--- src/rtl/hdmi_i2c_write_engine.sv ---
// Bit-level I2C master that writes one {dev_addr+W, reg, data} word to the ADV7513:
// START, three ACK-checked bytes MSB first, STOP, on open-drain SCL/SDA enables.
module hdmi_i2c_write_engine #(
  parameter int unsigned CLK_DIV = 125
) (
  input  logic        clk,
  input  logic        reset,
  input  logic        start,
  input  logic [23:0] i2c_data,
  output logic        busy,
  output logic        done,
  output logic        ack_ok,
  output logic        scl_oe,
  output logic        sda_oe,
  input  logic        sda_in,
  output logic [2:0]  dbg_state_o
);

  typedef enum logic [2:0] {
    IDLE  = 3'd0,
    START = 3'd1,
    BYTE  = 3'd2,
    ACK   = 3'd3,
    STOP  = 3'd4
  } state_t;

  localparam logic [9:0] CNT_MAX = 10'(CLK_DIV - 1);

  state_t      state_q, state_d;
  logic [9:0]  cnt_q, cnt_d;
  logic [1:0]  qtr_q, qtr_d;
  logic [2:0]  bit_q, bit_d;
  logic [1:0]  byte_q, byte_d;
  logic [23:0] sr_q, sr_d;
  logic        nack_q, nack_d;
  logic        ack_pend_q, ack_pend_d;
  logic        busy_q, busy_d;
  logic        done_q, done_d;
  logic        ack_ok_q, ack_ok_d;
  logic        scl_q, scl_d;
  logic        sda_q, sda_d;
  logic        qtr_end, phase_end;

  assign qtr_end   = (cnt_q == CNT_MAX);
  assign phase_end = qtr_end && (qtr_q == 2'd3);

  // Handshake: start is taken only in IDLE (busy=0); busy rises on the next edge and
  // falls on the same edge that raises the one-cycle done pulse; ack_ok is valid from done.
  always_comb begin
    state_d    = state_q;
    cnt_d      = cnt_q;
    qtr_d      = qtr_q;
    bit_d      = bit_q;
    byte_d     = byte_q;
    sr_d       = sr_q;
    nack_d     = nack_q;
    ack_pend_d = ack_pend_q;
    busy_d     = busy_q;
    done_d     = 1'b0;
    ack_ok_d   = ack_ok_q;

    if (state_q != IDLE) begin
      cnt_d = qtr_end ? 10'd0 : cnt_q + 10'd1;
      if (qtr_end) qtr_d = qtr_q + 2'd1;
    end

    case (state_q)
      IDLE: begin
        if (start) begin
          state_d    = START;
          sr_d       = i2c_data;
          ack_ok_d   = 1'b0;
          busy_d     = 1'b1;
          cnt_d      = 10'd0;
          qtr_d      = 2'd0;
          bit_d      = 3'd0;
          byte_d     = 2'd0;
          nack_d     = 1'b0;
          ack_pend_d = 1'b0;
        end
      end
      START: if (phase_end) state_d = BYTE;
      BYTE: begin
        if (phase_end) begin
          sr_d = {sr_q[22:0], 1'b0};
          if (bit_q == 3'd7) begin
            bit_d   = 3'd0;
            state_d = ACK;
          end else begin
            bit_d = bit_q + 3'd1;
          end
        end
      end
      ACK: begin
        // Sample the slave's answer on the last cycle SCL is high before q3.
        if (qtr_end && qtr_q == 2'd2) nack_d = sda_in;
        if (phase_end) begin
          if (nack_q) begin
            state_d = STOP;
          end else if (byte_q == 2'd2) begin
            state_d    = STOP;
            ack_pend_d = 1'b1;
          end else begin
            byte_d  = byte_q + 2'd1;
            state_d = BYTE;
          end
        end
      end
      STOP: begin
        if (phase_end) begin
          state_d  = IDLE;
          busy_d   = 1'b0;
          done_d   = 1'b1;
          ack_ok_d = ack_pend_q;
        end
      end
      default: state_d = IDLE;
    endcase
  end

  // Pad enables are decoded from the next state so they are registered with it.
  always_comb begin
    scl_d = 1'b0;
    sda_d = 1'b0;
    case (state_d)
      START: begin
        scl_d = (qtr_d == 2'd3);
        sda_d = (qtr_d >= 2'd2);
      end
      BYTE: begin
        scl_d = (qtr_d < 2'd2);
        sda_d = ~sr_d[23];
      end
      ACK:  scl_d = (qtr_d < 2'd2);
      STOP: begin
        scl_d = (qtr_d == 2'd0);
        sda_d = (qtr_d < 2'd2);
      end
      default: begin
        scl_d = 1'b0;
        sda_d = 1'b0;
      end
    endcase
  end

  always_ff @(posedge clk) begin
    if (!reset) begin
      state_q    <= IDLE;
      cnt_q      <= 10'd0;
      qtr_q      <= 2'd0;
      bit_q      <= 3'd0;
      byte_q     <= 2'd0;
      sr_q       <= 24'd0;
      nack_q     <= 1'b0;
      ack_pend_q <= 1'b0;
      busy_q     <= 1'b0;
      done_q     <= 1'b0;
      ack_ok_q   <= 1'b0;
      scl_q      <= 1'b0;
      sda_q      <= 1'b0;
    end else begin
      state_q    <= state_d;
      cnt_q      <= cnt_d;
      qtr_q      <= qtr_d;
      bit_q      <= bit_d;
      byte_q     <= byte_d;
      sr_q       <= sr_d;
      nack_q     <= nack_d;
      ack_pend_q <= ack_pend_d;
      busy_q     <= busy_d;
      done_q     <= done_d;
      ack_ok_q   <= ack_ok_d;
      scl_q      <= scl_d;
      sda_q      <= sda_d;
    end
  end

  assign busy        = busy_q;
  assign done        = done_q;
  assign ack_ok      = ack_ok_q;
  assign scl_oe      = scl_q;
  assign sda_oe      = sda_q;
  assign dbg_state_o = state_q;

endmodule

--- config.mk ---
export PLATFORM = sky130hd
export DESIGN_NAME = hdmi_i2c_write_engine
export DESIGN_NICKNAME = d
export VERILOG_FILES = /design/src/rtl/hdmi_i2c_write_engine.sv
export SDC_FILE = /design/constraint.sdc
export NUM_CORES = 1
export LEC_CHECK = 0
export ABC_CLOCK_PERIOD_IN_PS = 5000
export CAP_MARGIN = 20
export CORE_AREA = 2 2 91 93
export DETAILED_ROUTE_END_ITERATION = 7
export DIE_AREA = 0 0 93 95
export PLACE_DENSITY = 0.57
export SETUP_SLACK_MARGIN = 0.05
export SLEW_MARGIN = 10
export SYNTH_ARGS = -nofsm -noshare
export SYNTH_HDL_FRONTEND = slang
export SYNTH_SLANG_ARGS = --single-unit
export TNS_END_PERCENT = 5
--- constraint.sdc ---
create_clock -name clk -period 5 [get_ports clk]
set_clock_uncertainty 0.2 [all_clocks]
set_input_delay 0.5 -clock clk [delete_from_list [all_inputs] [get_ports clk]]
set_output_delay 0.5 -clock clk [all_outputs]
set_load 0.02 [all_outputs]
# Word-level counts from Yosys, hierarchy flattened
# Cells that the tools add are included.
# word_totals
reg_bits,51
in_bits,28
output_inout_bits,8
word_cells,102
# op_classes
n_addsub,4
n_lt_le_gt_ge,2
n_eq_ne,22
mux,44
n_bitwise,1
reduce_logical,15
# ops
cell,count
$mux W24,2
$pmux W24 S2,1
$mux W10,4
$mux W3,11
$mux W2,8
$ne A2 B2 Y1 const B,8
$pmux W3 S5,1
$eq A3 B2 Y1 const B,4
$add A10 B1 Y10 const B,1
$eq A10 B7 Y1 const B,1
$reduce_and A5 Y1,2
$eq A3 B3 Y1 const B,3
$mux W1,9
$reduce_and A3 Y1,3
$eq A2 B2 Y1 const B,4
$pmux W1 S2,4
$eq A3 B1 Y1 const B,2
$pmux W1 S3,2
$pmux W3 S2,1
$reduce_bool A2 Y1,3
$add A2 B1 Y2 const B,2
$pmux W2 S2,1
$add A3 B1 Y3 const B,1
$logic_not A3 Y1,1
8 further kinds,9

# Depth between registers and ports, before layout
# logic_depth
ltp_word,8
ltp_mapped,8
mapped_depth_nobuf,7

# Least setup slack after synthesis
# Ideal clock, no wire load.
# synth_timing
path_type,flip-flop to flip-flop
start,register qtr_q[0]
end,"register sda_q, in the netlist sda_oe"
t_arrival_ns,2.057
t_required_ns,4.680
setup_slack_ns,2.623
path_stages_with_launch,8
period_less_slack_ns,2.377
cell_sequence,dfxtp_1 ha_1 or4b_1 buf_2 or4_1 a211oi_2 a2111oi_0 o31a_1
# synth_via
elab_chain_len,7
word_cells_on_any_way,21
# synth_lines
element,line,source
"start, declared",31,"logic [1:0] qtr_q, qtr_d;"
"start signal, assigned",164,qtr_q <= qtr_d;
$add A2 B1 Y2,64,if (qtr_end) qtr_d = qtr_q + 2'd1;
$mux W2,64,
$mux W2,62,if (state_q != IDLE) begin
$mux W2,69,if (start) begin
$mux W2,67,case (state_q)
$lt A2 B2 Y1 or $ge A2 B2 Y1 (tied branches),"137, 128",
$pmux W1 S3 *,125,case (state_d)
"end signal, assigned",160,sda_q <= 1'b0;
"end signal, assigned",174,sda_q <= sda_d;
"end, declared",41,"logic sda_q, sda_d;"
# Mark *: on every way between the ends. The rest lies on a longest branch, timed or not. The select of a mux whose other input is x is not followed.
# A chain may end at the register's enable or synchronous reset.

# Worst setup path in the final report
# Ends and elaborated chain as after synthesis.

==> results.tsv <==
metric	value	unit
Synth async-reset ratio	0	%
post-synth top area cell	dfxtp_1	
worst-path maximum fanout	28	
Hold Crit Class	flop to flop	
global-route wire length before repair	8710	um
PD cells	280	nW/um^2
Initial Util	28.8	%
CTS sink cnt	51	
Gate Count Post-Synth	267	
WHS	0.258	ns
Design Area, Final	2840	um^2
Synthesis Warnings	0	
ant diodes	0	
CTS clk-pin slew, worst paths	0.09	ns
Simple-Gate Fraction of Synth Area	22.1	%
WL final	5070	um
Max Freq	345	MHz
Critical Path AT	2.95	ns
Vias/cell	4.92	
dpl hpwl	3480	um
Tightest Pin Transition	0.629	ns
total internal power	607	uW
total gr overflow	0	
I/O pin count	36	
vias in the first global route	1894	
number of synthesized flops with an enable pin	0	
Synth Area in XOR/XNOR	1.92	%
sequential element share of the synthesized area	44.7	%
Gate power share	9.4	%
final period utilization	58.0	%
largest net degree at the start of global routing	38	
switching pwr	188	uW
Post-DP Area	2730	um^2
IO Port Bufs	35	
most frequent cells in the layout	dfxtp_1, clkdlybuf4s50_1, nand2_1	
Worst Setup SP	qtr_q[0]	
cell area after synthesis	2280	um^2
Post-CTS Setup Inserts	0	
Final Non-Filler Cells	402	
Hold Buf Count CTS	0	
setup TNS	0	ns
gr usage total	12.2	%
initial antenna violation count	0	
RSZ-0062 raised after global routing	false	
Routed Antenna Nets	0	
CTS tree	built	
Final Max Slew Viols	0	
Die X	93	um
P&R area growth vs syn	24.3	%
ys flop type	dfxtp_1	
Critical Path End	sda_oe	
Core Footprint	7930	um^2
Critical Path RT	5.06	ns
Root Buffer	clkbuf_8	
Yosys cell types	44	
sequential share of power	53.9	%
CP Launch Type	flop	
WL/cell	12.6	um
adder-cell share of the synthesized area	3.84	%
clock power share	36.8	%
worst reg2reg path depth	8	
clock buffer depth	2	
post-synthesis sequential element count	51	
die height	95	um
Pleak	1.00	nW
Crit Path Category	flop to flop	
NumNets Final	331	
CTS buffer count	5	
DRC viols	0	
Max Cap Viol	0	
mux cell area share after synthesis	0.877	%
Synth Area per Inst	8.55	um^2
switching portion of total power	23.7	%
placed cell count	394	
combinational family with the most area after synthesis	simple AND/OR/NAND/NOR gates	
worst skew pair latency	0.31	ns
# rows	33	
PostCTS Resize Cnt	0	
Synth Area in Compound Gates	22.0	%
Final Power	795	uW
Synth area leaders	dfxtp_1, a22oi_1, a21oi_1	
min cycle time layout	2.90	ns
slew margin rel.	58.0	%
H-Tree Depth	2	
worst reg2reg path endpoint	sda_oe	
drt first pass iters	5	
status	complete, no violations	
Synth top area share	44.7	%
Setup crit end kind	flop	
reg-to-reg slack, setup	2.10	ns
final setup violation count	0	
start of the worst register-to-register path	qtr_q[0]	
DIE AREA	8840	um^2
Final GP Congestion	0.800	
detailed-route via count	1976	
Fillers	843	
Post-Syn Nets	302	
DRT iter0 DRCs	87	
share of layout cells above drive strength 1	6.73	%
Peak VDD IR	0.118	mV
Hold Violations, Final	0	
commonest non-fill, non-tap cell in the layout	dfxtp_1	
==> cell type report <==
class	instances	area, um^2	area share (%)
flip-flops and latches	51	1020	36.0
inverters	11	41.3	1.45
clock inverters	3	43.8	1.54
clock buffers	5	68.8	2.42
well taps	105	131	4.63
repair buffers	38	373	13.1
multi-input cells	189	1160	40.9
==> metrics by stage <==
stage	worst slack, ns	utilization [%]
floorplan	2.62	-
global placement	2.16	34.4
detailed placement	2.14	34.4
CTS	2.11	35.8
global route	1.95	35.8
finish	2.10	35.8
==> flip-flops by register name (all words and copies together) (netlist names) <==
name and cells:
cnt_q 10, ack_ok 1, dbg_state_o 3, ack_pend_q 1
scl_oe 1, busy 1, byte_q 2, nack_q 1
bit_q 3, sr_q 24, done 1, sda_oe 1
qtr_q 2
==> power groups by stage <==
| stage | registers [mW] | clock network, mW | logic (mW) |
|---|---|---|---|
| detailed placement | 0.437 | 0 | 0.0748 |
| floorplan | 0.436 | 0 | 0.0403 |
| global route | 0.430 | 0.319 | 0.0826 |
| finish | 0.428 | 0.292 | 0.0743 |
| global placement | 0.438 | 0 | 0.0746 |
| CTS | 0.428 | 0.303 | 0.0749 |
==> cell usage after synthesis, types with 2 or more instances <==
cell,count
mux2i_1,2
dfxtp_1,51
nor4_1,2
nand4_1,2
xor2_1,5
and2_1,3
or4_1,2
or3_1,7
clkbuf_1,13
o21ai_0,5
ha_1,7
nand2_1,33
a22oi_1,24
a31oi_1,2
nor3_1,5
a21oi_1,32
nand3b_1,3
o21a_1,3
nor2_1,23
buf_2,3
nand3_1,5
inv_1,10
and3_1,4
==> worst max-delay path: stages, from the launching register on <==
cell and delay [ns]:
dfxtp_1 0.38, ha_1 0.15, or4b_1 0.59, nor4_4 0.17, buf_4 0.33, nor2_2 0.17, buf_4 0.23, a2111oi_0 0.45
o31a_1 0.16
==> layer usage <==
metal	part of all wire [%]	wire length [um]	global-route usage, %
met5	0	0	0
met3	3.6	183	2.87
met2	46	2330	20.2
met4	1.1	55	3.55
met1	49	2500	15.8
==> kinds of logic after synthesis <==
group	Yosys count
fa+ha+maj	7
simple gates	98
buf+inv	27
mux	2
compound gates	77
xor+xnor	5
flops	51
==> worst min-delay path by stage <==
stage                  start  endpoint  slack [ns]  cells past startpoint
floorplan           sr_q[10]  sr_q[10]        0.24                      2
global placement    sr_q[22]  sr_q[22]        0.24                      2
detailed placement  sr_q[22]  sr_q[22]        0.25                      2
CTS                 sr_q[22]  sr_q[22]        0.26                      2
global route        sr_q[21]  sr_q[21]        0.28                      2
finish              sr_q[22]  sr_q[22]        0.26                      2
No activity file was read; power rests on OpenSTA's default activity.
